<file path="src/rtl/i2c_pkg.sv">
// Shared I2C definitions: FSM state encoding, field widths and the address-match helper.
package i2c_pkg;

  localparam int I2C_ADDR_W = 7;
  localparam int I2C_BYTE_W = 8;

  typedef enum logic [2:0] {
    I2C_IDLE   = 3'd0,
    I2C_ADDR   = 3'd1,
    I2C_ACK_A  = 3'd2,
    I2C_DATA   = 3'd3,
    I2C_ACK_D  = 3'd4,
    I2C_IGNORE = 3'd5
  } i2c_state_e;

  // True when the received address byte selects this slave for a write.
  function automatic logic i2c_addr_hit(input logic [I2C_BYTE_W-1:0] sh,
                                        input logic [I2C_ADDR_W-1:0] addr);
    return (sh[I2C_BYTE_W-1:1] == addr) && !sh[0];
  endfunction

endpackage

</file>
<file path="src/rtl/i2c_slave_rx_if.sv">
// Bus pins and byte-delivery handshake of the I2C write-only slave receiver.
interface i2c_slave_rx_if;
  import i2c_pkg::*;

  logic                  scl_in;
  logic                  sda_in;
  logic                  sda_oe;
  logic [I2C_BYTE_W-1:0] rx_data;
  logic                  rx_valid;
  logic                  rx_ready;
  logic                  busy;
  logic                  stop_det;
  logic                  overflow;

  modport slave (
    input  scl_in, sda_in, rx_ready,
    output sda_oe, rx_data, rx_valid, busy, stop_det, overflow
  );

  modport master (
    output scl_in, sda_in, rx_ready,
    input  sda_oe, rx_data, rx_valid, busy, stop_det, overflow
  );
endinterface

</file>
<file path="src/rtl/i2c_sync_edge.sv">
// Two-flop synchroniser (reset to bus-idle 1) plus a third flop for rise/fall pulses.
module i2c_sync_edge (
  input  logic clk,
  input  logic rst,
  input  logic in_i,
  output logic sync_o,
  output logic rise_o,
  output logic fall_o
);

  logic [2:0] ff_q;

  always_ff @(posedge clk) begin
    if (rst) ff_q <= 3'b111;
    else     ff_q <= {ff_q[1:0], in_i};
  end

  assign sync_o = ff_q[1];
  assign rise_o = ff_q[1] & ~ff_q[2];
  assign fall_o = ~ff_q[1] & ff_q[2];

endmodule

</file>
<file path="src/rtl/i2c_slave_rx.sv">
// Write-only I2C slave: START/STOP detection, address match with ACK, MSB-first byte
// capture into a valid/ready holding register with overflow NACK.
module i2c_slave_rx
  import i2c_pkg::*;
#(
  parameter logic [I2C_ADDR_W-1:0] SLAVE_ADDR = 7'h2A
) (
  input logic           clk,
  input logic           rst,
  i2c_slave_rx_if.slave bus
);

  logic scl_s, scl_rise, scl_fall;
  logic sda_s, sda_rise, sda_fall;

  i2c_sync_edge u_scl (
    .clk(clk), .rst(rst), .in_i(bus.scl_in),
    .sync_o(scl_s), .rise_o(scl_rise), .fall_o(scl_fall)
  );

  i2c_sync_edge u_sda (
    .clk(clk), .rst(rst), .in_i(bus.sda_in),
    .sync_o(sda_s), .rise_o(sda_rise), .fall_o(sda_fall)
  );

  logic start_c, stop_c;
  assign start_c = sda_fall & scl_s;
  assign stop_c  = sda_rise & scl_s;

  i2c_state_e            state_q, state_d;
  logic [2:0]            bit_cnt_q, bit_cnt_d;
  logic [I2C_BYTE_W-1:0] sh_q, sh_d;
  logic                  ack_q, ack_d;
  logic                  phase_q, phase_d;
  logic                  sda_oe_q, sda_oe_d;
  logic                  busy_q, busy_d;
  logic                  stop_det_q, stop_det_d;
  logic                  overflow_q, overflow_d;
  logic [I2C_BYTE_W-1:0] rx_data_q, rx_data_d;
  logic                  rx_valid_q, rx_valid_d;
  logic                  load_c, consume_c;

  always_ff @(posedge clk) begin
    if (rst) begin
      state_q    <= I2C_IDLE;
      bit_cnt_q  <= 3'd7;
      sh_q       <= '0;
      ack_q      <= 1'b0;
      phase_q    <= 1'b0;
      sda_oe_q   <= 1'b0;
      busy_q     <= 1'b0;
      stop_det_q <= 1'b0;
      overflow_q <= 1'b0;
      rx_data_q  <= '0;
      rx_valid_q <= 1'b0;
    end else begin
      state_q    <= state_d;
      bit_cnt_q  <= bit_cnt_d;
      sh_q       <= sh_d;
      ack_q      <= ack_d;
      phase_q    <= phase_d;
      sda_oe_q   <= sda_oe_d;
      busy_q     <= busy_d;
      stop_det_q <= stop_det_d;
      overflow_q <= overflow_d;
      rx_data_q  <= rx_data_d;
      rx_valid_q <= rx_valid_d;
    end
  end

  assign consume_c = rx_valid_q & bus.rx_ready;

  always_comb begin
    state_d    = state_q;
    bit_cnt_d  = bit_cnt_q;
    sh_d       = sh_q;
    ack_d      = ack_q;
    phase_d    = phase_q;
    sda_oe_d   = sda_oe_q;
    busy_d     = busy_q;
    stop_det_d = 1'b0;
    overflow_d = overflow_q;
    load_c     = 1'b0;

    // Bus conditions outrank any scl edge seen in the same cycle.
    if (stop_c) begin
      state_d    = I2C_IDLE;
      sda_oe_d   = 1'b0;
      busy_d     = 1'b0;
      stop_det_d = 1'b1;
    end else if (start_c) begin
      state_d   = I2C_ADDR;
      bit_cnt_d = 3'd7;
      sh_d      = '0;
      sda_oe_d  = 1'b0;
    end else begin
      case (state_q)
        I2C_ADDR: begin
          if (scl_rise) begin
            sh_d = {sh_q[I2C_BYTE_W-2:0], sda_s};
            if (bit_cnt_q == 3'd0) begin
              if (i2c_addr_hit(sh_d, SLAVE_ADDR)) begin
                state_d = I2C_ACK_A;
                ack_d   = 1'b1;
                busy_d  = 1'b1;
                phase_d = 1'b0;
              end else begin
                state_d = I2C_IGNORE;
              end
            end else begin
              bit_cnt_d = bit_cnt_q - 3'd1;
            end
          end
        end
        I2C_DATA: begin
          if (scl_rise) begin
            sh_d = {sh_q[I2C_BYTE_W-2:0], sda_s};
            if (bit_cnt_q == 3'd0) begin
              state_d = I2C_ACK_D;
              phase_d = 1'b0;
              if (!rx_valid_q || bus.rx_ready) begin
                load_c = 1'b1;
                ack_d  = 1'b1;
              end else begin
                ack_d      = 1'b0;
                overflow_d = 1'b1;
              end
            end else begin
              bit_cnt_d = bit_cnt_q - 3'd1;
            end
          end
        end
        // First scl fall opens the ACK slot, the second one closes it.
        I2C_ACK_A, I2C_ACK_D: begin
          if (scl_fall) begin
            if (!phase_q) begin
              sda_oe_d = ack_q;
              phase_d  = 1'b1;
            end else begin
              sda_oe_d  = 1'b0;
              bit_cnt_d = 3'd7;
              state_d   = (state_q == I2C_ACK_D && !ack_q) ? I2C_IGNORE : I2C_DATA;
            end
          end
        end
        default: ;
      endcase
    end

    rx_valid_d = load_c | (rx_valid_q & ~consume_c);
    rx_data_d  = load_c ? sh_d : rx_data_q;
  end

  assign bus.sda_oe   = sda_oe_q;
  assign bus.rx_data  = rx_data_q;
  assign bus.rx_valid = rx_valid_q;
  assign bus.busy     = busy_q;
  assign bus.stop_det = stop_det_q;
  assign bus.overflow = overflow_q;

endmodule

</file>
<file path="src/flat_wrapper.sv">
// flat-port wrapper written by rule: the top's interface ports become plain ports
module i2c_slave_rx_flat import i2c_pkg::*;
#(
  parameter logic [I2C_ADDR_W-1:0] SLAVE_ADDR = 7'h2A
)
  (clk, rst, bus_scl_in, bus_sda_in, bus_rx_ready, bus_sda_oe, bus_rx_data, bus_rx_valid, bus_busy, bus_stop_det, bus_overflow);
  i2c_slave_rx_if bus_i ();
  input logic clk;
  input logic rst;
  input wire logic [$bits(bus_i.scl_in)-1:0] bus_scl_in;
  input wire logic [$bits(bus_i.sda_in)-1:0] bus_sda_in;
  input wire logic [$bits(bus_i.rx_ready)-1:0] bus_rx_ready;
  output wire logic [$bits(bus_i.sda_oe)-1:0] bus_sda_oe;
  output wire logic [$bits(bus_i.rx_data)-1:0] bus_rx_data;
  output wire logic [$bits(bus_i.rx_valid)-1:0] bus_rx_valid;
  output wire logic [$bits(bus_i.busy)-1:0] bus_busy;
  output wire logic [$bits(bus_i.stop_det)-1:0] bus_stop_det;
  output wire logic [$bits(bus_i.overflow)-1:0] bus_overflow;
  assign bus_i.scl_in = bus_scl_in;
  assign bus_i.sda_in = bus_sda_in;
  assign bus_i.rx_ready = bus_rx_ready;
  assign bus_sda_oe = bus_i.sda_oe;
  assign bus_rx_data = bus_i.rx_data;
  assign bus_rx_valid = bus_i.rx_valid;
  assign bus_busy = bus_i.busy;
  assign bus_stop_det = bus_i.stop_det;
  assign bus_overflow = bus_i.overflow;
  i2c_slave_rx #(.SLAVE_ADDR(SLAVE_ADDR)) u_core (.clk(clk), .rst(rst), .bus(bus_i));
endmodule
</file>
<file path="config.mk">
export PLATFORM = sky130hd
export DESIGN_NAME = i2c_slave_rx_flat
export DESIGN_NICKNAME = d
export VERILOG_FILES = /design/src/rtl/i2c_pkg.sv /design/src/rtl/i2c_slave_rx_if.sv /design/src/rtl/i2c_sync_edge.sv /design/src/rtl/i2c_slave_rx.sv /design/src/flat_wrapper.sv
export SDC_FILE = /design/constraint.sdc
export NUM_CORES = 1
export LEC_CHECK = 0
export BUFFER_PORTS_ARGS = -buffer_cell sky130_fd_sc_hd__buf_2
export CORE_MARGIN = 2
export CORE_UTILIZATION = 43
export CTS_BUF_LIST = sky130_fd_sc_hd__clkbuf_4
export DETAILED_ROUTE_END_ITERATION = 16
export SLEW_MARGIN = 30
export SYNTH_ARGS = -nofsm -noshare
export SYNTH_HDL_FRONTEND = slang
export SYNTH_SLANG_ARGS = --single-unit
</file>
<file path="constraint.sdc">
create_clock -name clk -period 3.7 [get_ports clk]
set_clock_uncertainty 0.1 [all_clocks]
set_input_delay 0.925 -clock clk [delete_from_list [all_inputs] [get_ports clk]]
set_output_delay 0.925 -clock clk [all_outputs]
set_load 0.02 [all_outputs]
</file>
=== Word-level counts from Yosys, hierarchy flattened ===
Cells that the tools add are included.

* Logic and storage cells: 116
* Input bits: 5
* Register bits: 35
* Output and inout port bits: 13

* Reduce and logical (&&, ||, !) cells: 23
* Bitwise gates (word level): 17
* Mux-type cells: 41
* Equality and inequality tests: 20
* Add/subtract/negate cells: 1

{| class="wikitable"
|+ Operators with widths
! cell !! count
|-
| two-way mux 3 bit || 13
|-
| two-way mux 8 bit || 4
|-
| inequality test 3 x 1 -> 1 bit (second input constant) || 7
|-
| two-way mux 1 bit || 20
|-
| inequality test 2 x 1 -> 1 bit (second input constant) || 7
|-
| AND reduction 7 bit || 2
|-
| AND reduction 6 bit || 2
|-
| one-hot mux 3 bit (3 select lines) || 1
|-
| AND reduction 9 bit || 1
|-
| AND 1 bit || 8
|-
| NOT 1 bit || 8
|-
| AND reduction 8 bit || 1
|-
| equality test 7 x 6 -> 1 bit (second input constant) || 1
|-
| equality test 3 x 2 -> 1 bit (second input constant) || 2
|-
| one-hot mux 3 bit (2 select lines) || 1
|-
| nonzero test 3 bit || 2
|-
| OR reduction 2 bit || 3
|-
| AND reduction 5 bit || 1
|-
| nonzero test 4 bit || 1
|-
| equality test 3 x 1 -> 1 bit (second input constant) || 1
|-
| equality test 3 bit (second input constant) || 1
|-
| logical NOT 1 bit || 3
|-
| logical NOT 3 bit || 1
|-
| inequality test 3 x 2 -> 1 bit (second input constant) || 1
|-
| other kinds (9) || 10
|}

=== Longest topological paths before layout ===
Gate-level depths: netlist of the first run.

* Depth after elaboration: 9
* Gate-level depth with buffers: 7

=== Cells and area by module ===
Synthesis of the first run repeated with hierarchy kept, for this count alone.

* Cell total of the unflattened synthesis: 178
* Area, all modules: 1,675.4 µm²

{| class="wikitable"
|+ By module, submodules not included
! module !! area an instance (µm²) !! cells an instance !! seq. area each (µm²) !! instances
|-
| i2c_slave_rx || 1,490.2 || 162 || 580.6 || 1
|-
| i2c_sync_edge || 92.6 || 8 || 60.1 || 2
|}

=== Worst setup path before layout of the first run ===
OpenSTA, ideal clock, no wires.

* Path kind: input port to flip-flop
* From: in bus_rx_ready
* To: reg u_core.rx_data_q[1], in the netlist u_core.bus.rx_data[1]
* Stages on the path: 4
* Buffers on the path: 0
* Arrival: 1.795 ns
* Required time: 3.525 ns
* Slack: 1.729 ns
* Setup time: 0.075 ns
* Path through: nor2b_1 -> nor4_4 -> nand2b_2 -> o22ai_1

* Cells in the longest elaborated chain, start to end: 7

{| class="wikitable"
|+ Ends and longest elaborated chain
! what !! line !! text
|-
| from (decl) || flat_wrapper.sv:12 || <nowiki>input wire logic [$bits(bus_i.rx_ready)-1:0] bus_rx_ready;</nowiki>
|-
| logical OR 1 bit || i2c_slave_rx.sv:121 || <nowiki>if (!rx_valid_q || bus.rx_ready) begin</nowiki>
|-
| two-way mux 1 bit || i2c_slave_rx.sv:121 ||
|-
| two-way mux 1 bit || i2c_slave_rx.sv:118 || <nowiki>if (bit_cnt_q == 3'd0) begin</nowiki>
|-
| two-way mux 1 bit || i2c_slave_rx.sv:116 || <nowiki>if (scl_rise) begin</nowiki>
|-
| two-way mux 1 bit || i2c_slave_rx.sv:97 || <nowiki>case (state_q)</nowiki>
|-
| two-way mux 1 bit || i2c_slave_rx.sv:91 || <nowiki>end else if (start_c) begin</nowiki>
|-
| two-way mux 1 bit || i2c_slave_rx.sv:86 || <nowiki>if (stop_c) begin</nowiki>
|-
| to (signal assigned) || i2c_slave_rx.sv:66 || <nowiki>rx_data_q <= rx_data_d;</nowiki>
|-
| to (decl) || i2c_slave_rx.sv:39 || <nowiki>logic [I2C_BYTE_W-1:0] rx_data_q, rx_data_d;</nowiki>
|}

No other way between the ends.
A chain may end at the register's enable or synchronous reset.

=== Worst setup path in the final report of the first run ===
* From: reg u_core.u_sda.ff_q[2]
* To: reg u_core.rx_data_q[3], in the netlist u_core.bus.rx_data[3]

* Cells in the longest elaborated chain, start to end: 4

{| class="wikitable"
|+ Ends and longest elaborated chain
! what !! line !! text
|-
| from (decl) || i2c_sync_edge.sv:11 || <nowiki>logic [2:0] ff_q;</nowiki>
|-
| from (signal assigned) || i2c_sync_edge.sv:15 || <nowiki>else ff_q <= {ff_q[1:0], in_i};</nowiki>
|-
| AND 1 bit / NOT 1 bit (equally long branches) || i2c_sync_edge.sv:20, i2c_sync_edge.sv:19 ||
|-
| AND 1 bit, on equally long branches || i2c_slave_rx.sv:27, i2c_sync_edge.sv:19 ||
|-
| two-way mux 8 bit (tied with other cells) || i2c_slave_rx.sv:91 ||
|-
| two-way mux 8 bit / two-way mux 1 bit (equally long branches) || i2c_slave_rx.sv:86 ||
|}

Several ways; a longest one is shown, not always the timed one.

==> results of run 1 <==
[placed cells by master (no fill, tap or decap), drive strengths merged, types with 2 or more instances in the layout]
cell type / instances
nor3: 4
and2: 2
or2: 6
o21ai: 6
ha: 2
mux2i: 2
inv: 6
nand2: 10
or3: 2
nand2b: 12
a21oi: 6
nor2: 24
clkbuf: 6
mux2: 7
dfxtp: 35
buf: 17
nand3b: 3
nand4: 4
or3b: 2
nor4: 2
o22ai: 7
nor3b: 3
a211oi: 3
nor2b: 6
[cell families after synthesis]
family,count (synthesis),synth area share [%]
and+or+nand+nor,86,31.03
DFF,35,43.55
AOI/OAI and AO/OA,32,12.91
buffers and inverters,15,3.733
muxes,9,6.143
xor gates and xnor gates,2,1.089
adders and majority gates,2,1.555
[metrics by stage]
step / util (%) / area, sq um / setup slack (ns) / std cells
after CTS: 48.83 / 1774 / 1.382 / 245
after global placement: 47.25 / 1717 / 1.493 / 237
final: 48.83 / 1774 / 1.378 / 245
after detailed placement: 47.25 / 1717 / 1.386 / 237
after floorplan: - / 1609 / 1.729 / 181
after global routing: 48.83 / 1774 / 1.192 / 245
[layer usage]
metal,global-route usage (%),vias to the layer above,share of wire (%)
met2,28.57,26,50
met5,0,-,0
met3,5.822,6,3.7
met1,20.19,621,45
met4,8.594,0,1.8
li1,-,667,-
[where the power goes]
part	internal [W]	switching (W)	leakage (nW)
Sequential	0.000380	0.00000570	0.283
Combinational	0.00000996	0.0000151	0.396
Clock	0.0000807	0.000125	0.0317
[flip-flops by register name (all words and copies together) (netlist names), 3 cells and up]
signal              cells
u_core.u_scl.ff_q       3
u_core.bus.rx_data      8
u_core.bit_cnt_q        3
u_core.sh_q             8
u_core.state_q          3
u_core.u_sda.ff_q       3
[layout make-up]
| cell class | instances | area, sq um | area share (%) |
|---|---|---|---|
| Multi-Input combinational cell | 131 | 848.3 | 47.81 |
| Sequential cell | 35 | 700.7 | 39.49 |
| Timing Repair Buffer | 17 | 85.08 | 4.795 |
| Tap cell | 48 | 60.06 | 3.385 |
| Clock buffer | 6 | 45.04 | 2.539 |
| Inverter | 6 | 22.52 | 1.269 |
| Clock inverter | 2 | 12.51 | 0.7052 |
[how the worst max path moves through the flow]
stage / startpoint / endpoint / slack [ns] / cells past startpoint
6_report: u_core.u_sda.ff_q[2]$_SDFF_PP1_ / u_core.bus.rx_data[3]$_SDFFE_PP0P_ / 1.38 / 5
5_1_grt: u_core.u_scl.ff_q[1]$_SDFF_PP1_ / u_core.bus.rx_data[3]$_SDFFE_PP0P_ / 1.19 / 5
4_1_cts: u_core.u_scl.ff_q[1]$_SDFF_PP1_ / u_core.bus.rx_data[3]$_SDFFE_PP0P_ / 1.38 / 5
3_5_place_dp: bus_rx_ready / u_core.bus.rx_data[3]$_SDFFE_PP0P_ / 1.39 / 5
3_3_place_gp: bus_rx_ready / u_core.bus.rx_data[6]$_SDFFE_PP0P_ / 1.49 / 5
2_1_floorplan: bus_rx_ready / u_core.bus.rx_data[1]$_SDFFE_PP0P_ / 1.73 / 4
[cells in the mapped netlist, drive strengths merged (2+ instances only)]
| library cell | number |
|---|---|
| nor3b | 3 |
| o21ai | 6 |
| inv | 6 |
| o22ai | 7 |
| clkbuf | 8 |
| or2 | 6 |
| nand2 | 10 |
| mux2 | 7 |
| nor2 | 24 |
| nand4 | 4 |
| nor2b | 6 |
| or3b | 2 |
| a211oi | 3 |
| nor4 | 2 |
| nor3 | 4 |
| and2 | 2 |
| a21oi | 6 |
| dfxtp | 35 |
| mux2i | 2 |
| ha | 2 |
| nand3b | 3 |
| or3 | 2 |
| nand2b | 12 |
[critical path: stages (launching register included)]
cell	delay [ns]
dfxtp_1	0.45
and3b_1	0.25
or3_4	0.42
nor4_4	0.59
nand2b_2	0.22
o22ai_1	0.22
==> flow_metrics.tcl, run 1 <==
set metrics [dict create \
    worst_setup_path_start_kind "register" \
    grt_max_degree 37 \
    ys_seq_area_share_pct 43.55 \
    fmax_mhz 430.7 \
    start_util_pct 44.28 \
    clk_latency_ns 0.33 \
    syn_inst 181 \
    core-area_sq_um 3633 \
    viasPerCell 5.388 \
    max_cap_viol_count 0 \
    synth_ff_type "dfxtp_1" \
    worst_pin_slew_ns 0.6721 \
    fin_total_pwr_w 0.0006171 \
    worstHoldEndpoint "u_core.u_sda.ff_q[1]$_SDFF_PP1_" \
    reg2reg_from "u_core.u_sda.ff_q[2]$_SDFF_PP1_" \
    vdd_drop_max_mv 0.2116 \
    antenna_found_initial 0 \
    place.detailed.hpwl_mm 2.342 \
    synth_seq_cells 35 \
    hp-class "reg2reg" \
    cts_inserted_buffers 5 \
    dieArea_sq_um 4247 \
    nNetsFinal 203 \
    pwr_density_cell_nw_per_um2 347.8 \
    die_w_um 65.17 \
    routed_wl_mm 3.301 \
    syn_avg_cell_area_sq_um 8.890 \
    crit_arrival_ns 2.48 \
    synthTopCellsByArea "dfxtp_1 (44%), nor2_1 (5.6%), mux2_2 (4.9%)" \
    synth_edf_count 0 \
    num_vias 1320 \
    ff2ff_setup_slack_ns 1.38 \
    rows 22 \
    post-route-period-util_pct 62.75 \
    whs_ns 0.3235 \
    cts_hold_buf 0 \
    rsz0062_at_grt "no" \
    root_buffer "clkbuf_4" \
    areaGrowthSynthToFinish_pct 10.26 \
    cts_buffer_depth 2 \
    r2r_end "u_core.bus.rx_data[3]$_SDFFE_PP0P_" \
    fin_setup_tns_ns 0 \
    synthDominantCellAreaShare_pct 43.55 \
    netlist_area_sq_um 1609 \
    wl_per_cell_um 13.47 \
    diodes 0 \
    post-cts-setup-buffers 0 \
    worstSetupPathType "reg2reg" \
    drt-initial-drc-count 107 \
    rr_worst_depth 5 \
    critPathCaptureType "register" \
    path_clk_slew_ns 0.10 \
    whs_path_depth 1 \
    cts_tree "done" \
    report.final.slew_viol_count 0 \
    slew_headroom_pct 54.56 \
    overflow 0 \
    fillers 394 \
    drive_gt1_share_pct 20.81 \
    grt.total_usage_pct 17.38 \
    synthDistinctLibCells 46 \
    post-route-drc-count 0 \
    gp_congestion 0.8729 \
    finalHoldViolCount 0 \
    synth_area_leader_cell "dfxtp_1" \
    cts.sinks 35 \
    first_pass_iters 4 \
    grt_pass1_vias 1249 \
    synthArstFlopShare_pct 0 \
    io_pins 18 \
    finalSetupViolCount 0 \
    cts_max_level 2 \
    cts_resized 0 \
    grt_pass1_wl_mm 5.602 \
    p_leak_nw 0.7115 \
    port_buffers 17 \
    yosys_warnings 0 \
    path_max_fanout 10 \
    min_period_ns 2.322 \
    status "finished, final reports clean" \
    min_from "u_core.u_sda.ff_q[0]$_SDFF_PP1_" \
    cp.required_ns 3.85 \
    fp.dieH_um 65.17 \
    syn_nets 188 \
    drtAntennaViolNets 0 \
]
Note: power is estimated with default switching activity, not from simulation.
==> inputs of run 2 (changes only) <==
Settings changed: ABC_AREA set to 1.
Clock period 3.7 ns to 2.3 ns, I/O delays scaled along.
==> run 2 against run 1 <==
Combinational power rose to 21 times the previous value. First-iteration DRC count fell by 51%. Final area rose by 6.3%. Clock power rose by 56%. Wire length rose by 2.8%. Flip-flop and latch count did not move. Critical endpoint unchanged. Global-route usage fell by 0.20 points. Synthesized area rose by 5.6%. Fmax rose by 27%.
==> flow_metrics.tcl, run 2 <==
set metrics [dict create \
    status "finished, final reports clean" \
    max_cap_viol_count 0 \
    power_frac_comb_pct 34.1 \
    final_cell_mix "nand2_1 (86), inv_1 (47), nor2_1 (42)" \
    cts_inserted_buffers 5 \
    gp_congestion 0.8118 \
    use_met3_pct 4.561 \
    dieArea_sq_um 4470 \
    areaGrowthSynthToFinish_pct 11.05 \
    syn_inst 269 \
    pwr_density_cell_nw_per_um2 833.7 \
    min_period_ns 1.830 \
    report.final.slew_viol_count 0 \
    port_buffers 17 \
    post-route-period-util_pct 79.56 \
    drtAntennaViolNets 0 \
    place.detailed.hpwl_mm 2.617 \
    slowest_delay_ns 0.34 \
    synthTopCellsByArea "dfxtp_1 (41%), nand2_1 (19%), inv_1 (10%)" \
    worst_setup_path_start_kind "register" \
    post-route-drc-count 0 \
    final_common_cell "nand2_1" \
    cts_hold_buf 0 \
    finalHoldViolCount 0 \
    rsz0062_at_grt "no" \
    diodes 0 \
    hp-class "reg2reg" \
    crit_arrival_ns 1.97 \
    cts_buffer_depth 2 \
    cp_top_family "simple AND/OR/NAND/NOR gates" \
    whs_ns 0.3176 \
    grt_pass1_vias 1349 \
    grt_use_met2_pct 28.13 \
    antenna_found_initial 0 \
    cts_max_level 2 \
    worst_pin_slew_ns 0.2729 \
    fmax_mhz 546.5 \
    synthDistinctLibCells 20 \
    clkPwrFrac_pct 20.5 \
    root_buffer "clkbuf_4" \
    syn_avg_cell_area_sq_um 6.316 \
    top_usage_layer "met2" \
    grt_pass1_wl_mm 5.713 \
    finalSetupViolCount 0 \
    grt.total_usage_pct 17.19 \
    post-cts-setup-buffers 0 \
    path_clk_slew_ns 0.10 \
    grt_use_met1_pct 20.70 \
    critPathSlowestCell "dfxtp_1" \
    critPathCaptureType "register" \
    yosys_warnings 0 \
    io_pins 18 \
    slew_headroom_pct 81.74 \
    fin_setup_tns_ns 0 \
    synth_area_leader_cell "dfxtp_1" \
    num_vias 1521 \
    drt-initial-drc-count 52 \
    p_sw_w 0.0005925 \
    cell_internal_pwr_w 0.0009805 \
    first_pass_iters 4 \
    fin_total_pwr_w 0.001573 \
    crit_buf_inv 5 \
    vdd_drop_max_mv 0.3310 \
    die_w_um 66.86 \
    dp_slack_ns 0.4611 \
    nNetsFinal 298 \
    fp.dieH_um 66.86 \
    worst_slack_ns 0.4702 \
    crit_top_cell "inv_1" \
    wl_per_cell_um 9.982 \
    synth_ff_type "dfxtp_1" \
    cp.required_ns 2.44 \
    cts_resized 0 \
    synthDominantCellAreaShare_pct 41.24 \
    cts_tree "done" \
    finalCoreUtilization_pct 50.40 \
    p_leak_nw 1.077 \
    yosys-top-cells-count "nand2_1 (86), inv_1 (47), nor2_1 (42)" \
    ys_seq_area_share_pct 41.24 \
    syn_nets 276 \
    synthArstFlopShare_pct 0 \
    core-area_sq_um 3744 \
    synth_edf_count 0 \
    cts.sinks 35 \
    synth_seq_cells 35 \
    routed_wl_mm 3.394 \
    cp_cell_sequence "inv_1 -> ha_1 -> inv_1 -> nor2_1 -> nand2_2 -> inv_1 -> nand4_2 -> inv_1 -> nand2_1 -> inv_1 -> nor2_1" \
    drive_gt1_share_pct 15.41 \
    yosysMostFrequentCell "nand2_1" \
    start_util_pct 45.39 \
    overflow 0 \
    netlist_area_sq_um 1699 \
    seq_power_share_pct 45.4 \
    path_max_fanout 11 \
    worstSetupPathType "reg2reg" \
    viasPerCell 4.474 \
    rows 22 \
    clk_latency_ns 0.33 \
    grt_max_degree 18 \
    sw_frac_of_total_pct 37.67 \
]
run 2: changes by cell type in the layout (fill, tap and decap cells not counted), moves of 4 or more:
cell	delta
inv_2	+5
nand3_1	+19
nand2_1	+76
nor2b_1	-6
nand2b_1	-11
nor3_1	-4
mux2_2	-7
nor2_1	+18
nand2_2	+5
o22ai_1	-7
inv_1	+41
run 2: path summary, 6_finish.rpt:
| kind | startpoint | end | slack (ns) | depth (start not counted) |
|---|---|---|---|---|
| hold / removal | u_core.u_sda.ff_q[0]$_SDFF_PP1_ | u_core.u_sda.ff_q[1]$_SDFF_PP1_ | 0.32 | 1 |
| hold reg to reg | u_core.u_sda.ff_q[0]$_SDFF_PP1_ | u_core.u_sda.ff_q[1]$_SDFF_PP1_ | 0.32 | 1 |
| setup / recovery | u_core.bit_cnt_q[0]$_SDFFE_PP1P_ | u_core.bus.rx_data[3]$_SDFFE_PP0P_ | 0.47 | 11 |
| setup reg to reg | u_core.bit_cnt_q[0]$_SDFFE_PP1P_ | u_core.bus.rx_data[3]$_SDFFE_PP0P_ | 0.47 | 11 |
run 2: kinds of logic (layout without fill, tap and decap cells):
family / after synthesis / in the layout / share of synthesized area, %
compound gates: 11 / 11 / 3.461
xor+xnor: 1 / 1 / 0.5156
fa+ha+maj: 2 / 2 / 1.473
buf+inv: 57 / 80 / 13.25
flops: 35 / 35 / 41.24
simple gates: 163 / 163 / 40.06
run 2: layout make-up:
cell class | instances | area (sq um)
fillers | 396 | 1857
inverters | 53 | 200.2
clock buffers | 6 | 45.04
well taps | 48 | 60.06
clock inverters | 2 | 7.507
flip-flops and latches | 35 | 700.7
multi-input cells | 177 | 773.2
repair buffers | 19 | 100.1
run 2: power groups by stage:
stage / Sequential (W) / Combinational [W] / Clock, W
after global placement: 0.000726 / 0.000539 / 0
after detailed placement: 0.000729 / 0.000535 / 0
after global routing: 0.000722 / 0.000614 / 0.000360
after floorplan: 0.000718 / 0.000442 / 0
after CTS: 0.000715 / 0.000539 / 0.000338
final: 0.000715 / 0.000536 / 0.000322
run 2: layer usage:
layer / vias to the layer above / share of wire [%]
li1: 838 / -
met1: 658 / 48
met2: 17 / 47
met3: 8 / 2.5
met4: 0 / 2.4
met5: - / 0
run 2: metrics by stage:
step	instances	instance area, sq um
finish	340	1887
global route	340	1887
CTS	340	1887
detailed placement	332	1834
global placement	332	1834
floorplan	269	1699
run 2: worst register-to-register path: stages, from the launching register on:
cell and delay [ns]:
dfxtp_1 0.34, inv_1 0.08, ha_1 0.15, inv_1 0.04, nor2_1 0.14, nand2_2 0.12
inv_1 0.10, nand4_2 0.25, inv_1 0.24, nand2_1 0.09, inv_1 0.06, nor2_1 0.04
